--- src/rtl/float_to_fix_seq_pkg.sv ---
`default_nettype none
// ---- float_to_fix_seq_pkg : shared types and constants for the float->fixed converter (rev 1.0) ----
package float_to_fix_seq_pkg;

  localparam int          FLT_BIAS    = 127;
  localparam int          MANT_BITS   = 23;
  localparam logic [31:0] FIX_SAT_POS = 32'h7FFF_FFFF;
  localparam logic [31:0] FIX_SAT_NEG = 32'h8000_0000;

  // Shift amounts span roughly -150..+136, so 10 signed bits cover every operand.
  localparam int SHW = 10;

  typedef logic signed [SHW-1:0] shamt_t;

  typedef enum logic [1:0] {
    ST_IDLE   = 2'd0,
    ST_SHIFT  = 2'd1,
    ST_FINISH = 2'd2,
    ST_HOLD   = 2'd3
  } state_t;

endpackage
`default_nettype wire

--- src/rtl/float_classify.sv ---
`default_nettype none
// ---- float_classify : combinational decode of an IEEE-754 single into sign, mantissa, shift and special result (rev 1.0) ----
module float_classify
  import float_to_fix_seq_pkg::*;
(
  input  logic [31:0] targetnumber,
  input  logic [4:0]  fixpointpos,
  output logic        sign,
  output logic [23:0] mant,
  output logic        special,
  output logic [31:0] special_val,
  output shamt_t      shift
);

  logic [7:0] exp_field;
  logic       frac_nz;
  shamt_t     e_unb;
  shamt_t     e_plus_fp;

  always_comb begin
    sign      = targetnumber[31];
    exp_field = targetnumber[30:23];
    frac_nz   = |targetnumber[22:0];
    mant      = {1'b1, targetnumber[22:0]};
    e_unb     = shamt_t'({2'b00, exp_field}) - shamt_t'(FLT_BIAS);
    e_plus_fp = e_unb + shamt_t'({5'b00000, fixpointpos});
    shift     = e_plus_fp - shamt_t'(MANT_BITS);

    special     = 1'b0;
    special_val = 32'h0000_0000;
    // Priority matters: NaN shares the all-ones exponent with Inf but must yield zero.
    if (exp_field == 8'h00) begin
      special = 1'b1;
    end else if (exp_field == 8'hFF && frac_nz) begin
      special = 1'b1;
    end else if (exp_field == 8'hFF || e_plus_fp >= shamt_t'(31)) begin
      special     = 1'b1;
      special_val = sign ? FIX_SAT_NEG : FIX_SAT_POS;
    end else if (shift < shamt_t'(-24)) begin
      special = 1'b1;
    end
  end

endmodule
`default_nettype wire

--- src/rtl/float_to_fix_seq.sv ---
`default_nettype none
// ---- float_to_fix_seq : iterative IEEE-754 single -> two's-complement fixed-point converter (rev 1.0) ----
module float_to_fix_seq
  import float_to_fix_seq_pkg::*;
#(
  parameter int SHIFTS_PER_CYCLE = 1
) (
  input  logic        clk,
  input  logic        rst,
  input  logic        in_valid,
  output logic        in_ready,
  input  logic [31:0] targetnumber,
  input  logic [4:0]  fixpointpos,
  output logic        out_valid,
  input  logic        out_ready,
  output logic [31:0] result,
  output logic        busy
);

  localparam logic [SHW-1:0] STEP = SHW'(SHIFTS_PER_CYCLE);

  state_t          state;
  logic [SHW-1:0]  cnt;
  logic [31:0]     mag;
  logic            sgn;
  logic            dir_left;
  logic            spec;
  logic [31:0]     spec_val;
  logic            released;

  logic            cls_sign;
  logic [23:0]     cls_mant;
  logic            cls_special;
  logic [31:0]     cls_special_val;
  shamt_t          cls_shift;

  logic [SHW-1:0]  n_abs;
  logic [SHW-1:0]  step;
  logic            accept;

  float_classify u_classify (
    .targetnumber (targetnumber),
    .fixpointpos  (fixpointpos),
    .sign         (cls_sign),
    .mant         (cls_mant),
    .special      (cls_special),
    .special_val  (cls_special_val),
    .shift        (cls_shift)
  );

  always_comb begin
    n_abs = cls_shift[SHW-1] ? SHW'(-cls_shift) : SHW'(cls_shift);
    step  = (cnt < STEP) ? cnt : STEP;
  end

  // The IDLE cycle right after a HOLD exit is blocked so accepts are spaced latency + 2.
  assign in_ready  = (state == ST_IDLE) && !released;
  assign accept    = in_valid && in_ready;
  assign out_valid = (state == ST_HOLD);
  assign busy      = (state != ST_IDLE);

  always_ff @(posedge clk or negedge rst) begin
    if (!rst) begin
      state    <= ST_IDLE;
      cnt      <= '0;
      mag      <= 32'h0000_0000;
      sgn      <= 1'b0;
      dir_left <= 1'b0;
      spec     <= 1'b0;
      spec_val <= 32'h0000_0000;
      released <= 1'b0;
      result   <= 32'h0000_0000;
    end else begin
      released <= 1'b0;
      case (state)
        ST_IDLE: begin
          if (accept) begin
            sgn      <= cls_sign;
            mag      <= {8'h00, cls_mant};
            dir_left <= !cls_shift[SHW-1];
            spec     <= cls_special;
            spec_val <= cls_special_val;
            if (cls_special || n_abs == '0) begin
              cnt   <= '0;
              state <= ST_FINISH;
            end else begin
              cnt   <= n_abs;
              state <= ST_SHIFT;
            end
          end
        end
        ST_SHIFT: begin
          mag <= dir_left ? (mag << step) : (mag >> step);
          cnt <= cnt - step;
          if (cnt == step) begin
            state <= ST_FINISH;
          end
        end
        ST_FINISH: begin
          result <= spec ? spec_val : (sgn ? (~mag + 32'd1) : mag);
          state  <= ST_HOLD;
        end
        ST_HOLD: begin
          if (out_ready) begin
            state    <= ST_IDLE;
            released <= 1'b1;
          end
        end
        default: state <= ST_IDLE;
      endcase
    end
  end

endmodule
`default_nettype wire

--- config.mk ---
export PLATFORM = sky130hd
export DESIGN_NAME = float_to_fix_seq
export DESIGN_NICKNAME = d
export VERILOG_FILES = /design/src/rtl/float_to_fix_seq_pkg.sv /design/src/rtl/float_classify.sv /design/src/rtl/float_to_fix_seq.sv
export SDC_FILE = /design/constraint.sdc
export NUM_CORES = 1
export LEC_CHECK = 0
export BUFFER_PORTS_ARGS = -buffer_cell sky130_fd_sc_hd__buf_2
export CELL_PAD_IN_SITES_DETAIL_PLACEMENT = 0
export CELL_PAD_IN_SITES_GLOBAL_PLACEMENT = 2
export CORE_ASPECT_RATIO = 2
export CORE_UTILIZATION = 39
export DETAILED_ROUTE_END_ITERATION = 10
export PLACE_DENSITY_LB_ADDON = 0.1
export SKIP_LAST_GASP = 1
export SLEW_MARGIN = 25
export SYNTH_ARGS = -nofsm -noshare
export SYNTH_HDL_FRONTEND = slang
export SYNTH_HIERARCHICAL = 1
export SYNTH_SLANG_ARGS = --single-unit
--- constraint.sdc ---
create_clock -name clk -period 3.4 [get_ports clk]
set_clock_uncertainty 0.2 [all_clocks]
set_input_delay 0.68 -clock clk [delete_from_list [all_inputs] [get_ports clk]]
set_output_delay 0.68 -clock clk [all_outputs]
set_load 0.02 [all_outputs]
# Yosys cells after proc, flatten, opt, wreduce, memory -nomap -nowiden
# Index checks and enable logic that the tools add are counted.
[totals]
ff_bits = 112
elab_cells = 70
output_inout_bits = 35
[classes]
shifts = 2
n_reduce_logical = 16
order_cmp = 3
addsub = 6
n_bitwise = 1
mux = 25
eq_ne = 8
[op_table]
columns = ["op", "count"]
rows = [
  ["32-bit two-way mux", 8],
  ["32-bit one-hot mux with 2 select lines", 1],
  ["10-bit two-way mux", 4],
  ["32-bit by 1-bit adder with 32-bit output, second input constant", 1],
  ["32-bit inverter", 1],
  ["32-bit by 10-bit left shift with 32-bit output", 1],
  ["32-bit by 10-bit right shift with 32-bit output", 1],
  ["23-bit OR reduction", 1],
  ["10-bit one-hot mux with 2 select lines", 1],
  ["10-bit by 6-bit adder with 10-bit output", 1],
  ["10-bit == test", 1],
  ["10-bit by 6-bit >= comparator with 1-bit output, second input constant", 1],
  ["10-bit logical NOT", 1],
  ["10-bit by 1-bit less-than comparator with 1-bit output, second input constant", 1],
  ["10-bit by 6-bit less-than comparator with 1-bit output, second input constant", 1],
  ["10-bit negator", 1],
  ["10-bit subtractor", 1],
  ["10-bit by 6-bit subtractor with 10-bit output, second input constant", 1],
  ["8-bit by 7-bit subtractor with 9-bit output, second input constant", 1],
  ["8-bit == test, second input constant", 1],
  ["8-bit logical NOT", 1],
  ["2-bit two-way mux", 4],
  ["2-bit one-hot mux with 4 select lines", 1],
  ["1-bit two-way mux", 6],
  ["other kinds (11)", 19],
]

# Depth between registers and ports, before layout
# Gate-level depths: netlist (run 1).
[logic_depth]
word_depth = 12
ltp_mapped = 19
ltp_nobuf = 17

# Cells and area by module
# Netlist (run 1), hierarchy kept.
[modules_own_cells]
columns = ["mod", "n_inst", "cells_per_inst", "seq_area_each_um2", "area_per_inst_um2"]
rows = [
  ["float_to_fix_seq", 1, 686, 2802.7, 6821.5],
  ["float_classify", 1, 200, 0.0, 1447.6],
]

# Worst setup path after synthesis (run 1)
# Ideal clock, no wire load.
[synth_timing]
path_kind = "input-to-reg"
from = "input targetnumber[23]"
to = "register spec_val[1]"
required_time_ns = 3.135
slack_ns = -1.191
n_path_buf = 3
cell_stages = 16
t_arrival_ns = 4.326
setup_time_ns = 0.065
cell_sequence = "ha_1 -> nand3_1 -> xnor2_1 -> ha_1 -> buf_6 -> and3_4 -> a221o_1 -> buf_6 -> and3_2 -> o211ai_1 -> a21oi_1 -> o211ai_1 -> a31oi_1 -> nor2_1 -> buf_4 -> mux2_2"
[synth_via]
elab_chain_cells = 7
word_cells_on_any_way = 10
classes_between = "add/sub: 2; order compare: 1; eq/ne: 1; mux: 3; reduce/logical: 3"
[synth_lines]
columns = ["item", "line_no", "text"]
rows = [
  ["start, declared", "float_to_fix_seq.sv:12", "input logic [31:0] targetnumber,"],
  ["8-bit by 7-bit subtractor with 9-bit output", "float_classify.sv:25", "e_unb = shamt_t'({2'b00, exp_field}) - shamt_t'(FLT_BIAS);"],
  ["10-bit by 6-bit adder with 10-bit output", "float_classify.sv:26", "e_plus_fp = e_unb + shamt_t'({5'b00000, fixpointpos});"],
  ["10-bit by 6-bit >= comparator with 1-bit output", "float_classify.sv:36", "end else if (exp_field == 8'hFF || e_plus_fp >= shamt_t'(31)) begin"],
  ["1-bit logical OR", "float_classify.sv:36", ""],
  ["32-bit two-way mux", "float_classify.sv:36", ""],
  ["32-bit two-way mux", "float_classify.sv:34", "end else if (exp_field == 8'hFF && frac_nz) begin"],
  ["32-bit two-way mux (*)", "float_classify.sv:32", "if (exp_field == 8'h00) begin"],
  ["net cls_special_val[1]", "float_to_fix_seq.sv:34", "logic [31:0] cls_special_val;"],
  ["end signal, assigned", "float_to_fix_seq.sv:82", "spec_val <= cls_special_val;"],
  ["end, declared", "float_to_fix_seq.sv:28", "logic [31:0] spec_val;"],
]
# Mark *: on every way through the listed nets, which the timed path passes. The rest lies on a longest branch.
# A chain may end at the register's enable or synchronous reset.

# Final worst setup path (run 1)
[layout_timing]
from = "input targetnumber[24]"
to = "register state[1]"
[layout_via]
elab_chain_cells = 12
word_cells_on_any_way = 20
classes_between = "add/sub: 4; order compare: 2; eq/ne: 1; mux: 8; reduce/logical: 5"
[layout_lines]
columns = ["item", "line_no", "text"]
rows = [
  ["8-bit by 7-bit subtractor with 9-bit output (*)", "float_classify.sv:25", ""],
  ["10-bit by 6-bit adder with 10-bit output (*)", "float_classify.sv:26", ""],
  ["10-bit by 6-bit subtractor with 10-bit output (*)", "float_classify.sv:27", "shift = e_plus_fp - shamt_t'(MANT_BITS);"],
  ["net cls_shift[7]", "float_to_fix_seq.sv:35", "shamt_t cls_shift;"],
  ["10-bit by 6-bit less-than comparator with 1-bit output", "float_classify.sv:39", "end else if (shift < shamt_t'(-24)) begin"],
  ["1-bit two-way mux", "float_classify.sv:39", ""],
  ["1-bit two-way mux", "float_classify.sv:36", ""],
  ["1-bit two-way mux", "float_classify.sv:34", ""],
  ["1-bit two-way mux", "float_classify.sv:32", ""],
  ["1-bit logical OR (*)", "float_to_fix_seq.sv:83", "if (cls_special || n_abs == '0) begin"],
  ["2-bit two-way mux (*)", "float_to_fix_seq.sv:83", ""],
  ["2-bit two-way mux (*)", "float_to_fix_seq.sv:77", "if (accept) begin"],
  ["2-bit one-hot mux with 4 select lines (*)", "float_to_fix_seq.sv:75", "case (state)"],
  ["end signal, assigned", "float_to_fix_seq.sv:85", "state <= ST_FINISH;"],
  ["end signal, assigned", "float_to_fix_seq.sv:88", "state <= ST_SHIFT;"],
  ["end signal, assigned", "float_to_fix_seq.sv:96", "state <= ST_FINISH;"],
  ["end, declared", "float_to_fix_seq.sv:22", "state_t state;"],
]
# Mark *: on every way through the listed nets, which the timed path passes. The rest lies on a longest branch. The select of a mux whose other input is x is not followed.

==> results of run 1 <==
## flip-flops by register name (all words and copies together), names as in the netlist
signal	cells
cnt	10
released	1
sgn	1
mag	32
dir_left	1
spec_val	32
spec	1
state	2
result	32
## cell type report
cell class | instances | area share
clock buffer | 11 | 0.0259
timing repair buffer | 174 | 0.129
clock inverter | 5 | 0.00897
sequential | 112 | 0.287
inverter | 27 | 0.0104
multi-input combinational | 616 | 0.504
antenna | 1 | 0.000256
tap | 269 | 0.0345
## worst max path at each step
stage          slack, ns  cells past startpoint                   end
2_1_floorplan      -0.93                     18  state[1]$_DFFE_PN0P_
3_3_place_gp       -1.36                     16    cnt[8]$_DFFE_PN0P_
3_5_place_dp       -1.46                     16    cnt[8]$_DFFE_PN0P_
4_1_cts            -0.80                     17  state[1]$_DFFE_PN0P_
5_1_grt            -0.96                     17  state[1]$_DFFE_PN0P_
6_report           -0.83                     17  state[1]$_DFFE_PN0P_
## cell families after synthesis
logic type / Yosys count / synth area share
and+or+nand+nor: 173 / 0.120
adders and majority gates: 18 / 0.0281
xor gates and xnor gates: 51 / 0.0540
buffers and inverters: 159 / 0.111
AOI/OAI and AO/OA: 267 / 0.209
DFF: 112 / 0.339
muxes: 105 / 0.137
other: 1 / 0.000453
## metrics by stage
step / cell area [sq um] / setup slack (ns) / power (W)
final: 9770 / -0.834 / 0.00870
after CTS: 9570 / -0.796 / 0.00870
after global placement: 8880 / -1.36 / 0.00726
after detailed placement: 8880 / -1.46 / 0.00738
after floorplan: 8470 / -0.927 / 0.00610
after global routing: 9770 / -0.956 / 0.00941
## cells in the final DEF (no fill, tap or decap), types with 6 or more instances in the layout
cell type	count
dfrtp_1	112
a21oi_1	84
buf_4	84
buf_2	72
mux2_2	66
o21ai_0	41
nand2_1	40
mux2i_1	37
xor2_1	28
inv_1	26
nor2_1	22
o22ai_1	22
a22oi_1	19
xnor2_1	16
o31ai_1	15
ha_1	15
nor3_1	14
o21ai_1	13
or3_1	11
clkbuf_16	10
buf_6	10
nor4_1	9
o41ai_2	8
or4_4	6
o211ai_1	6
a21o_1	6
## worst reg2reg max path: cells and delay by family, from the launching register on
| kind | cells | cell delay [ns] |
|---|---|---|
| simple gates | 4 | 1.16 |
| compound gates | 1 | 0.45 |
| buf+inv | 1 | 0.13 |
| flops | 1 | 0.48 |
| fa+ha+maj | 1 | 0.22 |
## timing repair
| action | 4_1_cts | 5_1_grt |
|---|---|---|
| gates resized for setup | 50 | 25 |
| hold buffers | 0 | 0 |
| pin swaps | 22 | 22 |
| cloned | 1 | 1 |
| buffers inserted | 12 | 8 |
| endpoints found under the setup margin | 46 | 46 |
## power breakdown
part           total (W)  switching, W  internal, W
combinational    0.00481       0.00260      0.00221
sequential       0.00268      0.000726      0.00195
clock            0.00121      0.000521     0.000694
## metal layers
metal | track usage | routed length (microns) | up-vias
met3 | 0.0276 | 536 | 46
met4 | 0.101 | 806 | 2
met2 | 0.417 | 12900 | 114
li1 | - | - | 3301
met5 | 0 | 10 | -
met1 | 0.236 | 8850 | 3361
==> impl_metrics.env, run 1 <==
export IMPL_powerDensity_mw_per_mm2=891
export IMPL_n_fill_cell=2020
export IMPL_ys_ff_latch=112
export IMPL_clkTransAtPathRegs_ns=0.08
export IMPL_yosys_area_top_type="dfrtp_1"
export IMPL_clock_latency_ns=0.36
export IMPL_setup_viol=46
export IMPL_worstMarginPinSlew_ns=0.826
export IMPL_syn_to_final_growth_pct=18.1
export IMPL_ys_warn_count=6
export IMPL_grt_ovfl_total=0
export IMPL_grt_max_degree=51
export IMPL_yosysMostFrequentCell="dfrtp_1"
export IMPL_clockBufferDepth=2
export IMPL_synthTopCellsByArea="dfrtp_1 34%, mux2_2 9.3%, buf_4 5.5%"
export IMPL_place_congestion=0.871
export IMPL_ant_nets=0
export IMPL_grt_pass1_wl_microns=37400
export IMPL_post_route_util=0.467
export IMPL_rows=75
export IMPL_crit_required_ns=3.46
export IMPL_synthArstFlopShare=1.00
export IMPL_r2r_start="mag[0]$_DFFE_PN0P_"
export IMPL_path_cells="buf_8 > ha_4 > nand3_4 > xnor2_2 > ha_1 > and3_4 > a221o_2 > o31ai_4 > a31oi_2 > or4_4 > nand3_4 > nand2_2 > or4_4 > nor4b_4 > nor4b_2 > and3_4 > a21o_1"
export IMPL_ios=76
export IMPL_seqCellArea_sq_mm=0.00280
export IMPL_rsz0062_at_grt="true"
export IMPL_grt_usage=0.219
export IMPL_ys_seq_area_frac=0.339
export IMPL_start_kind="input pin"
export IMPL_drt_pass1_iterations=5
export IMPL_timing_rr_end="result[14]$_DFFE_PN0P_"
export IMPL_grt_pass1_vias=6983
export IMPL_synth_edf_count=0
export IMPL_synthCells=886
export IMPL_synth_top_area_share=0.339
export IMPL_slowest_stage="or4_4"
export IMPL_worst_hold_slack_ns=0.164
export IMPL_setup_slack_ns=-0.834
export IMPL_synth_commonest_cells="112 x dfrtp_1, 89 x a21oi_1, 68 x mux2_2, 61 x buf_4, 46 x o21ai_0"
export IMPL_drc_errors=0
export IMPL_dp_cells=1179
export IMPL_fmax_mhz=236
export IMPL_wl_per_cell_microns=19.0
export IMPL_cts_sinks=112
export IMPL_timing_reg2reg_setup_slack_ns=0.64
export IMPL_end_kind="register"
export IMPL_layout_drive_gt1_share=0.358
export IMPL_crit_arrival_ns=4.29
export IMPL_start_util=0.395
export IMPL_synth_area_sq_mm=0.00827
export IMPL_num_vias=6824
export IMPL_cts_buffers=9
export IMPL_io_buffer_count=75
export IMPL_slew_headroom=0.449
export IMPL_postRouteWirelength_microns=23100
export IMPL_r2r_cells=7
export IMPL_synth_nets=945
export IMPL_min_period_ns=4.23
export IMPL_critPathMaxStageDelay_ns=0.56
export IMPL_antenna_found_initial=1
export IMPL_multi_input_area_sq_mm=0.00493
export IMPL_crit_buf_inv=1
export IMPL_slew_violations=0
export IMPL_status="finished with violations"
export IMPL_cp_top_family="simple AND/OR/NAND/NOR gates"
export IMPL_crit_path_start="targetnumber[24]"
export IMPL_synth_ff_type="dfrtp_1"
export IMPL_coreArea_sq_mm=0.0209
export IMPL_cap_violations=0
export IMPL_via_per_inst=5.62
export IMPL_setup_worst_path_class="in2reg"
export IMPL_htreeDepth=3
export IMPL_die_w_microns=105
export IMPL_fin_setup_tns_ns=-25.68
export IMPL_cts_tree="done"
export IMPL_peakVddDrop_mv=0.411
export IMPL_crit_path_max_fanout=6
export IMPL_hpwl_microns=17300
export IMPL_cts_root_buf="clkbuf_16"
export IMPL_synth_distinct_cells=73
export IMPL_hold_path_class="in2async"
export IMPL_leakage_nw=4.29
export IMPL_dieArea_sq_mm=0.0218
export IMPL_fin_nets=999
export IMPL_failed_checks="setup timing"
export IMPL_drtIter0Drc=269
export IMPL_fp_dieH_microns=208
export IMPL_final_cells=1215
export IMPL_report_final_hold_viol_count=0
export IMPL_synth_area_per_cell_sq_um=9.33
export IMPL_fin_crit_sh=1.25
No activity file was read; power rests on OpenSTA's default activity.
==> run 2, diff against run 1 <==
- BUFFER_PORTS_ARGS: -buffer_cell sky130_fd_sc_hd__buf_2 -> default
- CORE_UTILIZATION: 39 -> 42
- DONT_BUFFER_PORTS: default -> 1
- GPL_ROUTABILITY_DRIVEN: default -> 1
==> run 2 against run 1 <==
The run ends with hold timing, setup timing left. Total power decreased by 4.7%. Register-to-register slack hardly changed. Non-clock buffer count shrank 92. Cell area fell by 6.3%. Critical path type unchanged. Critical path depth shrank 2. First-iteration DRC count grew 18%. Worst hold slack worse by 0.35 ns. Global-route usage increased by 1.1 points. Clock-buffer cell count unchanged. Final cell count decreased by 8.5%. Die area fell by 7.0%. Core utilization rose by 0.81 points.
==> impl_metrics.env, run 2 (same netlist as run 1, synthesis figures left out) <==
export IMPL_layout_drive_gt1_share=0.284
export IMPL_cts_buffers=9
export IMPL_worst_hold_slack_ns=-0.189
export IMPL_cts_root_buf="clkbuf_16"
export IMPL_hold_path_class="in2async"
export IMPL_clock_latency_ns=0.36
export IMPL_via_per_inst=5.87
export IMPL_slew_headroom=0.385
export IMPL_postRouteWirelength_microns=22700
export IMPL_timing_reg2reg_setup_slack_ns=0.64
export IMPL_clkTransAtPathRegs_ns=0.08
export IMPL_rsz0062_at_grt="true"
export IMPL_setup_slack_ns=-0.653
export IMPL_place_congestion=0.878
export IMPL_syn_to_final_growth_pct=10.7
export IMPL_path_cells="ha_4 > xor2_2 > ha_1 > and3_4 > a221o_2 > o31ai_4 > a31oi_2 > or4_4 > nand3_2 > nand2_4 > or4_4 > nor4b_4 > nor4b_1 > and3_4 > a21o_1"
export IMPL_grt_max_degree=113
export IMPL_grt_pass1_wl_microns=36000
export IMPL_worstMarginPinSlew_ns=0.923
export IMPL_start_util=0.429
export IMPL_cap_violations=0
export IMPL_drc_errors=0
export IMPL_r2r_cells=5
export IMPL_leakage_nw=3.84
export IMPL_layout_commonest_cell="dfrtp_1"
export IMPL_n_fill_cell=1919
export IMPL_hpwl_microns=16600
export IMPL_htreeDepth=3
export IMPL_rows=72
export IMPL_io_buffer_count=0
export IMPL_num_vias=6531
export IMPL_drt_pass1_iterations=4
export IMPL_die_w_microns=101
export IMPL_fp_dieH_microns=200
export IMPL_fin_nets=907
export IMPL_fmax_mhz=247
export IMPL_clockBufferDepth=2
export IMPL_drtIter0Drc=318
export IMPL_critPathMaxStageDelay_ns=0.54
export IMPL_ios=76
export IMPL_status="finished with violations"
export IMPL_crit_arrival_ns=4.11
export IMPL_dpl_cell_area_sq_mm=0.00842
export IMPL_failed_checks="hold timing, setup timing"
export IMPL_grt_ovfl_total=0
export IMPL_slowest_stage="or4_4"
export IMPL_min_period_ns=4.05
export IMPL_setup_worst_path_class="in2reg"
export IMPL_dieArea_sq_mm=0.0203
export IMPL_cts_sinks=112
export IMPL_setup_viol=45
export IMPL_layout_common_cells="111 x dfrtp_1, 85 x a21oi_1, 72 x buf_4"
export IMPL_powerDensity_mw_per_mm2=906
export IMPL_fin_total_pwr_w=0.00829
export IMPL_start_kind="input pin"
export IMPL_ant_nets=0
export IMPL_crit_required_ns=3.45
export IMPL_diodes=0
export IMPL_timing_rr_end="result[30]$_DFFE_PN0P_"
export IMPL_coreArea_sq_mm=0.0193
export IMPL_grt_usage=0.230
export IMPL_report_final_hold_viol_count=112
export IMPL_final_area_sq_mm=0.00916
export IMPL_end_kind="register"
export IMPL_grt_pass1_vias=6694
export IMPL_r2r_start="mag[4]$_DFFE_PN0P_"
export IMPL_wl_per_cell_microns=20.4
export IMPL_crit_path_max_fanout=7
export IMPL_fin_crit_sh=1.19
export IMPL_antenna_found_initial=0
export IMPL_top_regs="mag (32), result (32), spec_val (32)"
export IMPL_cts_tree="done"
export IMPL_slew_violations=0
export IMPL_peakVddDrop_mv=0.300
-- run 2: power breakdown --
group / switching (W) / internal (W) / total [W]
registers: 0.00104 / 0.00195 / 0.00299
clock network: 0.000508 / 0.000525 / 0.00103
logic: 0.00221 / 0.00206 / 0.00427
-- run 2: area by class of cell --
| cell class | count | area (sq um) | share of cell area |
|---|---|---|---|
| inverters | 27 | 105 | 0.0115 |
| well taps | 259 | 324 | 0.0354 |
| flip-flops and latches | 112 | 2800 | 0.306 |
| clock buffers | 11 | 243 | 0.0265 |
| multi-input cells | 616 | 4940 | 0.540 |
| clock inverters | 5 | 41.3 | 0.00451 |
| repair buffers | 82 | 697 | 0.0761 |
-- run 2: how the worst max path moves through the flow --
stage	from	to	slack, ns	cells after the start
detailed placement	targetnumber[23]	cnt[0]$_DFFE_PN0P_	-1.16	17
global route	targetnumber[23]	state[0]$_DFFE_PN0P_	-0.76	16
finish	targetnumber[23]	state[1]$_DFFE_PN0P_	-0.65	15
floorplan	targetnumber[23]	state[1]$_DFFE_PN0P_	-0.93	18
global placement	targetnumber[23]	cnt[0]$_DFFE_PN0P_	-1.10	16
CTS	targetnumber[23]	cnt[0]$_DFFE_PN0P_	-0.65	16
-- run 2: per-stage QoR --
| step | utilization | hold slack (ns) | worst slack, ns | std cells | setup TNS (ns) |
|---|---|---|---|---|---|
| global route | 0.475 | -0.208 | -0.760 | 1112 | -22.73 |
| finish | 0.475 | -0.189 | -0.653 | 1112 | -17.17 |
| global placement | 0.437 | 0.187 | -1.10 | 1085 | -42.00 |
| CTS | 0.463 | -0.199 | -0.653 | 1109 | -13.65 |
| detailed placement | 0.437 | 0.189 | -1.16 | 1085 | -44.87 |
| floorplan | - | 0.184 | -0.927 | 886 | -33.84 |
-- run 2: routing by layer --
layer | track usage | share of wire | up-vias
met4 | 0.102 | 0.033 | 0
met1 | 0.236 | 0.36 | 3233
met3 | 0.0432 | 0.044 | 42
met5 | 0 | 0 | -
li1 | - | - | 3107
met2 | 0.435 | 0.56 | 149
-- run 2: timing repair --
action / in CTS / in global routing
cloned: 1 / 0
setup endpoints to repair: 46 / 46
endpoints found under the hold margin: 112 / 112
buffers inserted: 7 / 4
pin swaps: 11 / 7
resized for setup: 30 / 30
-- run 2: worst max-delay path, delay by kind of cell --
kind,cells,cell delay [ns]
and+or+nand+nor,8,1.94
AOI/OAI and AO/OA,4,0.86
xor gates and xnor gates,1,0.18
adders and majority gates,2,0.45
